==> src/rtl/sext_block_accumulator_if.sv <==
// rtl/sext_block_accumulator_if.sv - sample-in / block-sum-out handshake bundle for sext_block_accumulator
interface sext_block_accumulator_if #(
  parameter int DATA_WIDTH = 32,
  parameter int ACC_WIDTH  = 40
);
  logic                  in_valid;
  logic                  in_ready;
  logic [DATA_WIDTH-1:0] in_data;
  logic                  clear;
  logic                  out_valid;
  logic                  out_ready;
  logic [ACC_WIDTH-1:0]  out_sum;
  logic                  out_sat;

  modport master (
    output in_valid, in_data, clear, out_ready,
    input  in_ready, out_valid, out_sum, out_sat
  );

  modport slave (
    input  in_valid, in_data, clear, out_ready,
    output in_ready, out_valid, out_sum, out_sat
  );
endinterface

==> src/rtl/sext_block_accumulator.sv <==
// rtl/sext_block_accumulator.sv - signed block accumulator of sign-extended samples; ACCUM_SAT_EN enables saturating adds
module sext_block_accumulator #(
  parameter int DATA_WIDTH = 32,
  parameter int ACC_WIDTH  = 40,
  parameter int BLOCK_LEN  = 8
) (
  input  logic clk,
  input  logic rst_n,
  sext_block_accumulator_if.slave bus
);
  localparam int            CW   = $clog2(BLOCK_LEN + 1);
  localparam logic [CW-1:0] LAST = CW'(BLOCK_LEN - 1);

  typedef enum logic [1:0] {IDLE, ACCUM, HOLD} state_t;

  state_t               state_q, state_d;
  logic [ACC_WIDTH-1:0] acc_q, acc_d;
  logic [ACC_WIDTH-1:0] sum_q, sum_d;
  logic [CW-1:0]        count_q, count_d;
  logic                 out_valid_q, out_valid_d;
  logic [ACC_WIDTH-1:0] sample_ext;
  logic [ACC_WIDTH-1:0] add_res;
  logic                 accept;
  logic                 emit;

  assign sample_ext = ACC_WIDTH'($signed(bus.in_data));
  assign accept     = bus.in_valid & bus.in_ready;
  assign emit       = out_valid_q & bus.out_ready;

`ifdef ACCUM_SAT_EN
  localparam logic [ACC_WIDTH-1:0] SAT_MAX = {1'b0, {(ACC_WIDTH-1){1'b1}}};
  localparam logic [ACC_WIDTH-1:0] SAT_MIN = {1'b1, {(ACC_WIDTH-1){1'b0}}};

  logic [ACC_WIDTH:0] wide_sum;
  logic               clamp;
  logic               sat_q, sat_d;
  logic               out_sat_q, out_sat_d;

  // One guard bit: overflow shows as disagreement between the guard and the sign bit.
  assign wide_sum = {acc_q[ACC_WIDTH-1], acc_q} + {sample_ext[ACC_WIDTH-1], sample_ext};
  assign clamp    = wide_sum[ACC_WIDTH] ^ wide_sum[ACC_WIDTH-1];
  assign add_res  = !clamp ? wide_sum[ACC_WIDTH-1:0]
                           : (wide_sum[ACC_WIDTH] ? SAT_MIN : SAT_MAX);

  always_comb begin
    sat_d     = sat_q;
    out_sat_d = out_sat_q;
    if (bus.clear) begin
      sat_d     = 1'b0;
      out_sat_d = 1'b0;
    end else if (accept) begin
      if (count_q == LAST) begin
        out_sat_d = sat_q | clamp;
        sat_d     = 1'b0;
      end else begin
        sat_d = sat_q | clamp;
      end
    end else if (emit) begin
      out_sat_d = 1'b0;
    end
  end

  always_ff @(posedge clk or negedge rst_n) begin
    if (!rst_n) begin
      sat_q     <= 1'b0;
      out_sat_q <= 1'b0;
    end else begin
      sat_q     <= sat_d;
      out_sat_q <= out_sat_d;
    end
  end

  assign bus.out_sat = out_sat_q;
`else
  assign add_res     = acc_q + sample_ext;
  assign bus.out_sat = 1'b0;
`endif

  always_ff @(posedge clk or negedge rst_n) begin
    if (!rst_n) begin
      state_q     <= IDLE;
      acc_q       <= '0;
      sum_q       <= '0;
      count_q     <= '0;
      out_valid_q <= 1'b0;
    end else begin
      state_q     <= state_d;
      acc_q       <= acc_d;
      sum_q       <= sum_d;
      count_q     <= count_d;
      out_valid_q <= out_valid_d;
    end
  end

  // IDLE keeps acc and count at zero, so it shares the ACCUM path; BLOCK_LEN=1 goes straight to HOLD.
  always_comb begin
    state_d     = state_q;
    acc_d       = acc_q;
    sum_d       = sum_q;
    count_d     = count_q;
    out_valid_d = out_valid_q;
    if (bus.clear) begin
      state_d     = IDLE;
      acc_d       = '0;
      count_d     = '0;
      out_valid_d = 1'b0;
    end else begin
      case (state_q)
        IDLE, ACCUM: begin
          if (accept) begin
            if (count_q == LAST) begin
              state_d     = HOLD;
              sum_d       = add_res;
              out_valid_d = 1'b1;
              acc_d       = '0;
              count_d     = '0;
            end else begin
              state_d = ACCUM;
              acc_d   = add_res;
              count_d = count_q + CW'(1);
            end
          end
        end
        HOLD: begin
          if (emit) begin
            state_d     = IDLE;
            out_valid_d = 1'b0;
          end
        end
        default: state_d = IDLE;
      endcase
    end
  end

  assign bus.in_ready  = (state_q != HOLD);
  assign bus.out_valid = out_valid_q;
  assign bus.out_sum   = sum_q;
endmodule

==> src/flat_wrapper.sv <==
// flat-port wrapper written by rule: the top's interface ports become plain ports
module sext_block_accumulator_flat 
#(
  parameter int DATA_WIDTH = 32,
  parameter int ACC_WIDTH  = 40,
  parameter int BLOCK_LEN  = 8
)
  (clk, rst_n, bus_in_valid, bus_in_data, bus_clear, bus_out_ready, bus_in_ready, bus_out_valid, bus_out_sum, bus_out_sat);
  sext_block_accumulator_if #(.DATA_WIDTH(DATA_WIDTH), .ACC_WIDTH(ACC_WIDTH)) bus_i ();
  input  logic clk;
  input  logic rst_n;
  input wire logic [$bits(bus_i.in_valid)-1:0] bus_in_valid;
  input wire logic [$bits(bus_i.in_data)-1:0] bus_in_data;
  input wire logic [$bits(bus_i.clear)-1:0] bus_clear;
  input wire logic [$bits(bus_i.out_ready)-1:0] bus_out_ready;
  output wire logic [$bits(bus_i.in_ready)-1:0] bus_in_ready;
  output wire logic [$bits(bus_i.out_valid)-1:0] bus_out_valid;
  output wire logic [$bits(bus_i.out_sum)-1:0] bus_out_sum;
  output wire logic [$bits(bus_i.out_sat)-1:0] bus_out_sat;
  assign bus_i.in_valid = bus_in_valid;
  assign bus_i.in_data = bus_in_data;
  assign bus_i.clear = bus_clear;
  assign bus_i.out_ready = bus_out_ready;
  assign bus_in_ready = bus_i.in_ready;
  assign bus_out_valid = bus_i.out_valid;
  assign bus_out_sum = bus_i.out_sum;
  assign bus_out_sat = bus_i.out_sat;
  sext_block_accumulator #(.DATA_WIDTH(DATA_WIDTH), .ACC_WIDTH(ACC_WIDTH), .BLOCK_LEN(BLOCK_LEN)) u_core (.clk(clk), .rst_n(rst_n), .bus(bus_i));
endmodule
==> config.mk <==
export PLATFORM = sky130hd
export DESIGN_NAME = sext_block_accumulator_flat
export DESIGN_NICKNAME = d
export VERILOG_FILES = /design/src/rtl/sext_block_accumulator_if.sv /design/src/rtl/sext_block_accumulator.sv /design/src/flat_wrapper.sv
export SDC_FILE = /design/constraint.sdc
export NUM_CORES = 1
export LEC_CHECK = 0
export BUFFER_PORTS_ARGS = -buffer_cell sky130_fd_sc_hd__buf_2
export CAP_MARGIN = 20
export CORE_ASPECT_RATIO = 1.2
export CORE_UTILIZATION = 55
export DETAILED_ROUTE_END_ITERATION = 8
export HOLD_SLACK_MARGIN = 0.08
export MAX_ROUTING_LAYER = met4
export PLACE_DENSITY = 0.77
export SETUP_SLACK_MARGIN = 0.15
export SLEW_MARGIN = 15
export SYNTH_ARGS = -nofsm -noshare
export SYNTH_HDL_FRONTEND = slang
export SYNTH_SLANG_ARGS = --single-unit
==> constraint.sdc <==
create_clock -name clk -period 2.9 [get_ports clk]
set_input_delay 0.145 -clock clk [delete_from_list [all_inputs] [get_ports clk]]
set_output_delay 0.145 -clock clk [all_outputs]
set_load 0.03 [all_outputs]
Word-level counts from Yosys, hierarchy flattened
Cells that the tools add are included.

Register bits: 87. Input port bits: 37. Output and inout bits: 43. Logic and storage cells: 44.

$add $sub $neg: 2. Eq/ne operators: 7. Mux-type cells: 18. Bitwise logic cells: 3. Reduce and logical (&&, ||, !) cells: 9.

Operator list (number): 2-to-1 mux 40 bit (4); adder 40 bit (1); 2-to-1 mux 4 bit (4); inequality test 3 x 2 -> 1 bit, second input constant (3); 2-to-1 mux 2 bit (4); AND reduction 4 bit (2); adder 4 x 1 -> 4 bit, second input constant (1); == test 4 x 3 -> 1 bit, second input constant (1); 2-to-1 mux 1 bit (4); case mux 2 bit (2 select lines) (1); AND reduction 2 bit (2); nonzero test 2 bit (2); nonzero test 3 bit (1); AND 1 bit (2); == test 2 x 1 -> 1 bit, second input constant (1); == test 2 bit, second input constant (1); zero test 2 bit (1); inequality test 2 bit, second input constant (1); case mux 1 bit (2 select lines) (1); OR reduction 2 bit (1); inverter 1 bit (1).

Longest topological paths before layout
Gate-level depths: netlist of the first run.

Depth after elaboration: 5. Mapped depth: 11. Depth with buffers taken out: 11.

Worst setup path after synthesis of the first run
Ideal clock, no wire load.

Kind: reg-to-reg. Start point: register u_core.acc_q[0]. End point: register u_core.acc_q[38]. Setup time: 0.122 ns. Arrival: 2.373 ns. Data required time: 2.778 ns. Setup slack: 0.406 ns. Stages on the path, launching flop included: 12. Buffers on the path: 0. Clock period less this slack: 2.494 ns. Cells stage by stage: dfrtp_1 > ha_1 > inv_1 > fa_1 > nand2b_1 > a21oi_1 > nor2_1 > o211ai_2 > a31oi_2 > nor4_1 > o21ai_0 > a32o_1.

Word-level cells in the longest chain between the ends: 5.

Ends and longest elaborated chain: start: declaration (RTL line sext_block_accumulator.sv:17) `logic [ACC_WIDTH-1:0] acc_q, acc_d;`; start signal: assignment (RTL line sext_block_accumulator.sv:82) `acc_q <= '0;`; start signal: assignment (RTL line sext_block_accumulator.sv:88) `acc_q <= acc_d;`; adder 40 bit (RTL line sext_block_accumulator.sv:75) `assign add_res = acc_q + sample_ext;`; 2-to-1 mux 40 bit (RTL line sext_block_accumulator.sv:111) `if (count_q == LAST) begin`; 2-to-1 mux 40 bit (RTL line sext_block_accumulator.sv:110) `if (accept) begin`; 2-to-1 mux 40 bit (RTL line sext_block_accumulator.sv:108) `case (state_q)`; 2-to-1 mux 40 bit (RTL line sext_block_accumulator.sv:102) `if (bus.clear) begin`.

Every way passes these cells. The select of a mux whose other input is x is not followed. A chain may end at the register's enable or synchronous reset.

Worst setup path in the final report of the first run
Start point: register u_core.acc_q[15]. End point: register u_core.acc_q[38].

The elaborated chain is that of the path after synthesis.

==> results.toml, run 1 <==
[place]
io_buffers = 78
dp_hpwl_um = 10500
post-place-ws_ps = 11.9
dpl-instance-area_um2 = 6210
post-place-cells = 796
gp_congestion = 0.932

[sta]
setup_slack_ps = 246
fmax_ghz = 0.377
finalSetupViolCount = 0
hold_viol = 0
timing.final.crit_share_pct = 91.5
skew_ps = 7.92
setup_tns_ps = 0
worstMarginPinSlew_ps = 646
grt_setup_unrepaired = "yes"
layout_min_cycle_time_ps = 2650
slew_headroom_pct = 56.9
final_max_slew_viol_count = 0

[drt]
avgRoutedWirePerCell_um = 18.0
via_per_inst = 6.05
postRouteWirelength_um = 14700
ant_nets = 0
first_pass_iters = 4
first_iter_violations = 265
detailroute.via_count = 4931
drc = 0

[final_layout]
stdcell_count = 815
nets = 763
fin_area_um2 = 6710
drive_above_1_share_pct = 25.0
syn2layout_area_growth_pct = 16.8
diodes = 0
fin_util_pct = 66.7

[global_route]
grtUsageMet2_pct = 48.4
antenna_found_initial = 0
grt_pass1_vias = 4946
grt_max_degree = 49
grt_usage_pct = 29.1
overflow = 0
top_usage_layer = "met2"
use_met1_pct = 36.5
gr-usage-met3_pct = 4.47
grt_pass1_wl_um = 23800

[synthesis]
yosysMostFrequentCell = "nand2_1"
seq_area_frac_synth_pct = 37.9
netlist_area_um2 = 5740
ys_top_cells_by_count = "nand2_1, dfrtp_1, a21oi_1, ha_1, a22o_1"
synthFlopType = "dfrtp_1"
synth_edf_count = 0
yosys.area.top_type = "dfrtp_1"
synth_warnings = 0
yosys_register_bits = 87
synth.lib_cells_used.distinct = 69
synthArstFlopShare_pct = 100
synthTopCellsByArea = "dfrtp_1, ha_1, nand2_1, a22o_1, a21oi_1"
synth_cells = 609
yosysTopAreaCellShare_pct = 37.9
synth_fp_nets = 687
synth.avg_cell_area_um2 = 9.43

[worst_setup_path]
cp.depth = 9
max_stage_delay_ps = 400
cp-startpoint = "u_core.acc_q[15]"
worstPathArrival_ps = 2890
cp-start-kind = "flop"
regToRegStartpoint = "u_core.acc_q[15]"
ff2ff_setup_slack_ps = 250
critPathBufInv = 0
worstPathRequired_ps = 3140
reg2reg_to = "u_core.acc_q[38]"
crit_type = "reg2reg"
critPathMostFrequentCell = "a21o_1"
slowest_stage = "ha_1"
endpoint_kind = "flop"
crit_fanout = 8
reg2reg_depth = 9
path_delay_family = "compound AO/OA/AOI/OAI gates"
path_cells = "ha_1 > a21o_1 > a21o_1 > a21oi_1 > o21ai_1 > a31oi_4 > nor4_4 > or3_1 > a32o_1"

[floorplanning]
rows = 40
die_w_um = 95.3
die_h_um = 114
initial_core_util_pct = 57.1
fp.dieArea_um2 = 10900
io_pins = 80
core-area_um2 = 10100

[clock_tree]
cts_buffer_depth = 2
clock-sinks = 87
clkLatencyLatePin_ps = 350
cts_max_level = 3
cts.clk_slew.worst_paths_ps = 60
root_buffer = "clkbuf_16"
cts_tree = "built"
cts_inserted_buffers = 9

[min_path]
worstHoldStart = "bus_clear"
hold_depth = 2
min_to = "u_core.count_q[3]"
hp-class = "in2reg"

[pwr]
p_leak_uw = 0.00344
worst_ir_drop_vdd_mv = 0.312
power_density_nw_per_um2 = 621

[job]
drv_cap = 0

[outcome]
outcome = "finished clean"
[cells in the final DEF, fill, tap and decap left out, types with 4 or more instances in the layout]
cell | synthesis | final
xnor2_1 | 17 | 17
xor2_1 | 14 | 14
ha_1 | 40 | 36
a21oi_2 | 1 | 5
mux2_2 | 15 | 15
a22o_1 | 34 | 34
o21ai_1 | 6 | 11
dfrtp_1 | 87 | 87
a21oi_1 | 40 | 35
nand2_1 | 93 | 91
nand2_2 | 2 | 4
o21a_1 | 8 | 8
o21ai_0 | 26 | 20
nor3_1 | 9 | 7
o21bai_1 | 4 | 4
and4_1 | 5 | 5
a31oi_1 | 6 | 5
nand4_1 | 13 | 13
nand3_1 | 8 | 8
nand2b_1 | 6 | 5
inv_1 | 14 | 14
nor2_1 | 26 | 25
buf_2 | 1 | 77
clkbuf_16 | 0 | 9
and3_1 | 6 | 6
a21o_1 | 26 | 26
a31o_2 | 4 | 4
buf_4 | 6 | 22
nor2b_1 | 7 | 7
[flip-flops by register name, indices dropped and copies added (netlist names)]
| register | cells |
|---|---|
| u_core.state_q | 2 |
| u_core.bus.out_sum | 40 |
| u_core.acc_q | 40 |
| u_core.bus.out_valid | 1 |
| u_core.count_q | 4 |
[routing by layer]
metal	wire, um	vias up
met1	6370	2410
met3	616	18
met2	7480	129
met4	191	0
met5	0	-
li1	-	2374
[timing repair]
item / in CTS / in global routing
hold endpoints to repair: 47 / 0
setup buffers: 1 / 1
pin swaps: 1 / 11
endpoints found under the setup margin: 14 / 29
resized for setup: 7 / 29
gates cloned: 0 / 0
hold buffers: 2 / 0
[final cells by class]
| class | instances | area [um^2] |
|---|---|---|
| flip-flops and latches | 87 | 2180 |
| inverters | 14 | 52.6 |
| repair buffers | 101 | 571 |
| clock buffers | 12 | 256 |
| well taps | 126 | 158 |
| clock inverters | 3 | 42.5 |
| fillers | 830 | 3350 |
| multi-input cells | 472 | 3450 |
[stage by stage]
stage	hold slack (ps)	power (uW)
2_1_floorplan	-151	2540
3_3_place_gp	190	2830
3_5_place_dp	217	2870
4_1_cts	101	4080
5_1_grt	113	4370
6_report	103	4160
[worst reg2reg max path: stages, from the launching register on]
cell and delay, ps:
dfrtp_1 390, ha_1 400, a21o_1 220, a21o_1 170, a21oi_1 210, o21ai_1 140, a31oi_4 340, nor4_4 70
or3_1 330, a32o_1 270
[cell families (layout without fill, tap and decap cells)]
kind of cell / after synthesis / after routing / synth area share [%]
AND/OR/NAND/NOR: 191 / 191 / 15.7
AO/OA/AOI/OAI: 190 / 190 / 23.9
flip-flops: 87 / 87 / 37.9
buffers and inverters: 50 / 130 / 5.01
adder cells (fa/ha/maj): 41 / 41 / 9.06
XOR/XNOR: 32 / 32 / 5.12
multiplexers: 17 / 17 / 3.29
other: 1 / 1 / 0.0653
[power by group]
group | switching [uW] | total (uW) | internal, uW
clock network | 485 | 1190 | 709
logic | 921 | 1560 | 638
registers | 76.4 | 1410 | 1330
total | 1480 | 4160 | 2680
[worst max path at each step]
stage                              to
2_1_floorplan        u_core.acc_q[38]
3_3_place_gp         u_core.acc_q[38]
3_5_place_dp         u_core.acc_q[38]
4_1_cts              u_core.acc_q[38]
5_1_grt        u_core.bus.out_sum[26]
6_report             u_core.acc_q[38]
Power figures use the tool's default switching activity.
==> inputs of run 2 (changes only) <==
Settings changed: ABC_AREA set to 1, CTS_CLUSTER_SIZE set to 14, PLACE_DENSITY 0.77 to 0.76, REMOVE_ABC_BUFFERS set to 1.
==> results.toml, run 2 <==
[global_route]
overflow = 0
grt_pass1_wl_um = 27000
grt_max_degree = 88
grt_usage_pct = 29.8
grt_pass1_vias = 5938
antenna_found_initial = 0

[floorplanning]
rows = 42
io_pins = 80
die_h_um = 119
core-area_um2 = 11100
initial_core_util_pct = 56.7
fp.dieArea_um2 = 11900
die_w_um = 99.6

[worst_setup_path]
reg2reg_to = "u_core.bus.out_sum[31]"
regToRegStartpoint = "u_core.acc_q[5]"
cp-start-kind = "flop"
max_stage_delay_ps = 390
critPathMostFrequentCell = "nand2_1"
reg2reg_depth = 12
worstPathArrival_ps = 2410
endpoint_kind = "flop"
slowest_stage = "dfrtp_1"
critPathBufInv = 0
crit_type = "reg2reg"
ff2ff_setup_slack_ps = 730
worstPathRequired_ps = 3140
crit_fanout = 4
path_delay_family = "simple AND/OR/NAND/NOR gates"
path_cells = "ha_1 > nand2_1 > nor2_1 > nand3_1 > nand2_2 > nand2_1 > nand3_2 > nand2_2 > nand2_1 > nand2_1 > nand3_1 > nand2_1"

[clock_tree]
cts_max_level = 3
cts_inserted_buffers = 9
postCtsSetupBuffers = 0
cts_tree = "built"
cts_buffer_depth = 2
clkLatencyLatePin_ps = 350
cts-hold-fix-buffers = 2
post_cts_resized = 0
root_buffer = "clkbuf_16"
clock-sinks = 87
cts.clk_slew.worst_paths_ps = 70

[drt]
drc = 0
detailroute.via_count = 6039
first_pass_iters = 6
postRouteWirelength_um = 16200
ant_nets = 0
via_per_inst = 5.07
first_iter_violations = 291
avgRoutedWirePerCell_um = 13.6

[synthesis]
synth_top_family_by_area = "simple AND/OR/NAND/NOR gates"
synth_warnings = 0
synth_compound_area_share_pct = 7.56
synthAdderAreaFrac_pct = 8.28
yosysTopAreaCellShare_pct = 34.6
ys_top_cells_by_count = "nand2_1, inv_1, dfrtp_1"
muxShareOfSynthArea_pct = 0
seq_area_frac_synth_pct = 34.6
synth.lib_cells_used.distinct = 32
synth_xor_xnor_area_share_pct = 2.37
yosys.area.top_type = "dfrtp_1"
synth_cells = 951
yosys_register_bits = 87
synthFlopType = "dfrtp_1"
synthTopCellsByArea = "dfrtp_1, nand2_1, inv_1, ha_1, nand3_1"
netlist_area_um2 = 6290
synth_edf_count = 0
synth.avg_cell_area_um2 = 6.61
synth-simple-area-share_pct = 37.5
yosysMostFrequentCell = "nand2_1"
synthArstFlopShare_pct = 100

[sta]
fmax_ghz = 0.461
layout_min_cycle_time_ps = 2170
final_max_slew_viol_count = 0
finalSetupViolCount = 0
grt_setup_unrepaired = "no"
timing.final.crit_share_pct = 74.9
worstMarginPinSlew_ps = 516
hold_viol = 0
slew_headroom_pct = 65.5
setup_tns_ps = 0
skew_ps = 7.20

[place]
gp_congestion = 0.932
dp_hpwl_um = 12400
post-place-cells = 1173
io_buffers = 78

[pwr]
p_leak_uw = 0.00418
p_clk_share_pct = 20.2
worst_ir_drop_vdd_mv = 0.329
power_density_nw_per_um2 = 797
pwr-share-comb_pct = 51.8
p_seq_share_pct = 28.1
p_switching_uw = 2630
swShare_pct = 45.9
internal-power_uw = 3100

[final_layout]
layout_common_cells = "nand2_1, inv_1, dfrtp_1, buf_2, nor2_1"
nets = 1110
drive_above_1_share_pct = 12.5
diodes = 0
stdcell_count = 1191
syn2layout_area_growth_pct = 14.1
final_common_cell = "nand2_1"

[min_path]
min_to = "u_core.state_q[1]"
worstHoldStart = "bus_out_ready"
hp-class = "in2reg"
hold_depth = 4

[job]
drv_cap = 0

[outcome]
outcome = "finished clean"
## run 2: routing by layer
layer  part of all wire [%]  vias up  GRT usage (%)
li1                       -     3125              -
met1                     42     2752           33.3
met2                     52      123           53.0
met3                    3.0       39           4.23
met4                    3.6        0           12.1
met5                      0        -              -
## run 2: worst reg2reg max path, delay by kind of cell, from the launching register on
kind | cells | cell delay (ps)
adders and majority gates | 1 | 370
DFF | 1 | 390
and+or+nand+nor | 11 | 1290
## run 2: power by group through the flow
stage                     clock network, uW  logic, uW  registers (uW)
after floorplan                           0       2160            1650
after global placement                    0       2890            1610
after detailed placement                  0       2930            1620
after CTS                              1160       2960            1600
after global routing                   1220       3340            1630
final                                  1150       2960            1610
## run 2: per-stage QoR
| stage | cell area, um^2 | setup slack (ps) | total power (uW) | hold WS (ps) | utilization [%] |
|---|---|---|---|---|---|
| after floorplan | 6210 | 559 | 3810 | -151 | - |
| after global placement | 6860 | 846 | 4510 | 222 | 61.9 |
| after detailed placement | 6860 | 800 | 4550 | 219 | 61.9 |
| after CTS | 7180 | 784 | 5730 | 107 | 64.7 |
| after global routing | 7180 | 566 | 6190 | 133 | 64.7 |
| final | 7180 | 729 | 5720 | 111 | 64.7 |
## run 2: worst max-delay path by stage
stage	to	start	slack [ps]	cells past startpoint
after floorplan	u_core.bus.out_sum[16]	u_core.count_q[0]	560	9
after global placement	u_core.bus.out_sum[32]	u_core.acc_q[0]	850	15
after detailed placement	u_core.bus.out_sum[24]	u_core.acc_q[0]	800	15
after CTS	u_core.bus.out_sum[24]	u_core.acc_q[0]	780	15
after global routing	u_core.bus.out_sum[32]	u_core.acc_q[0]	570	15
final	u_core.bus.out_sum[31]	u_core.acc_q[5]	730	12
## run 2: cell families (layout without fill, tap and decap cells)
logic type | Yosys count | in the layout
adders and majority gates | 41 | 41
DFF | 87 | 87
AOI/OAI and AO/OA | 86 | 86
other | 1 | 1
xor gates and xnor gates | 17 | 17
and+or+nand+nor | 563 | 563
buffers and inverters | 156 | 242
## run 2: cell type report
type | instances | area (um^2)
Timing Repair Buffer | 86 | 470
Clock inverter | 5 | 42.5
Fill cell | 1072 | 3910
Clock buffer | 11 | 253
Inverter | 140 | 526
Tap cell | 154 | 193
Multi-Input combinational cell | 708 | 3520
Sequential cell | 87 | 2180
==> inputs of run 3 (changes only) <==
Clock period 2.9 ns to 2.04 ns, I/O delays scaled along.
==> results.toml, run 3 (synthesis gave the netlist of run 2 again) <==
[clock_tree]
cts_inserted_buffers = 9
cts_max_level = 3
root_buffer = "clkbuf_16"
cts_buffer_depth = 2
clkLatencyLatePin_ps = 350
cts.clk_slew.worst_paths_ps = 70
cts_tree = "built"
clock-sinks = 87

[final_layout]
stdcell_count = 1226
fin_util_pct = 77.6
diodes = 0
drive_above_1_share_pct = 32.8
syn2layout_area_growth_pct = 36.7
final_common_cell = "nand2_1"
nets = 1145
layout_common_cells = "nand2_1, inv_1, dfrtp_1, buf_2, nand2_2"

[sta]
slew_headroom_pct = 61.2
final_max_slew_viol_count = 0
timing.final.crit_share_pct = 102
setup_slack_ps = -35.3
grt_setup_unrepaired = "yes"
fmax_ghz = 0.482
skew_ps = 5.43
layout_min_cycle_time_ps = 2080
fin_hold_ws_ps = 177
finalSetupViolCount = 4
worstMarginPinSlew_ps = 581
hold_viol = 0

[floorplanning]
rows = 42
io_pins = 80
die_h_um = 119
initial_core_util_pct = 56.7
die_w_um = 99.6
core-area_um2 = 11100
fp.dieArea_um2 = 11900

[worst_setup_path]
cp-start-kind = "flop"
crit_type = "reg2reg"
worstPathArrival_ps = 2320
crit_fanout = 4
endpoint_kind = "flop"
worstPathRequired_ps = 2280

[global_route]
grt_usage_pct = 31.0
overflow = 0
antenna_found_initial = 0
grt_max_degree = 45
grt_pass1_wl_um = 28000
grt_pass1_vias = 6072

[place]
dp_hpwl_um = 12400
post-place-cells = 1184
io_buffers = 78
gp_congestion = 0.971

[drt]
drc = 0
avgRoutedWirePerCell_um = 16.3
first_pass_iters = 7
detailroute.via_count = 6746
first_iter_violations = 400
ant_nets = 0
postRouteWirelength_um = 20000
via_per_inst = 5.50

[pwr]
power_density_nw_per_um2 = 1220
p_leak_uw = 0.00464
power_uw = 10500
worst_ir_drop_vdd_mv = 0.519

[job]
drv_cap = 0

[min_path]
hp-class = "in2reg"

[outcome]
violations = "negative setup slack"
outcome = "finished, violations left"
## run 3: changes by cell type in the layout (fill, tap and decap cells not counted), moves of 16 or more
cell / delta
buf_4: +30
nor2_1: -27
ha_1: -31
nand2_4: +22
nand2_2: +55
ha_4: +29
a21oi_2: +16
nand2_1: -78
nor2_2: +17
nand3_1: -21
a21oi_1: -19
## run 3: final timing paths
kind | startpoint | to | slack, ps | cells past startpoint
worst min register to register | u_core.bus.out_sum[10] | u_core.bus.out_sum[10] | 480 | 2
worst min-delay path | bus_in_valid | u_core.count_q[1] | 180 | 5
max in group asynchronous | rst_n | u_core.bus.out_sum[16] | 1110 | 3
worst max register to register | u_core.acc_q[17] | u_core.bus.out_sum[26] | -40 | 12
worst max-delay path | u_core.acc_q[17] | u_core.bus.out_sum[26] | -40 | 12
min in group asynchronous | rst_n | u_core.bus.out_sum[0] | 280 | 2
## run 3: final cells by class
cell class | count | area (um^2)
multi-input cells | 708 | 4630
fillers | 769 | 2490
flip-flops and latches | 87 | 2180
repair buffers | 121 | 759
inverters | 140 | 527
clock buffers | 12 | 256
well taps | 154 | 193
clock inverters | 4 | 53.8
## run 3: where the power goes
part	leakage [uW]	switching [uW]	internal, uW
clock	0.000145	743	1020
combinational	0.00335	3810	2480
sequential	0.00115	329	2080
## run 3: critical path: stages (launching register included)
cell and delay [ps]:
dfrtp_1 410, ha_4 320, nand2_1 150, nor2_2 210
inv_1 60, nor3_1 250, nand2_2 130, nand2_4 120
nand2_2 70, nand2_1 60, nand2_1 60, nand3_1 70
nand2_1 50
## run 3: per-stage QoR
step                      setup TNS (ps)  setup WS (ps)  cell area (um^2)
final                              -97.9          -35.3              8600
after floorplan                    -7440           -301              6210
after global placement                 0           54.4              6960
after global routing                -888          -90.5              8600
after CTS                              0            151              7660
after detailed placement           -16.0          -16.0              6960
## run 3: what timing repair did
| item | 4_1_cts | 5_1_grt |
|---|---|---|
| gates resized for setup | 54 | 197 |
| buffers inserted | 4 | 19 |
| hold buffers | 3 | 0 |
| endpoints found under the setup margin | 56 | 55 |
| hold endpoints to repair | 45 | 0 |
| pin swaps | 7 | 64 |
## run 3: routing by layer
| metal | up-vias | track usage (%) | share of wire (%) |
|---|---|---|---|
| met5 | - | - | 0 |
| met4 | 0 | 13.6 | 5.6 |
| met3 | 93 | 4.28 | 5.2 |
| met2 | 287 | 55.3 | 51 |
| met1 | 3158 | 34.3 | 38 |
| li1 | 3208 | - | - |
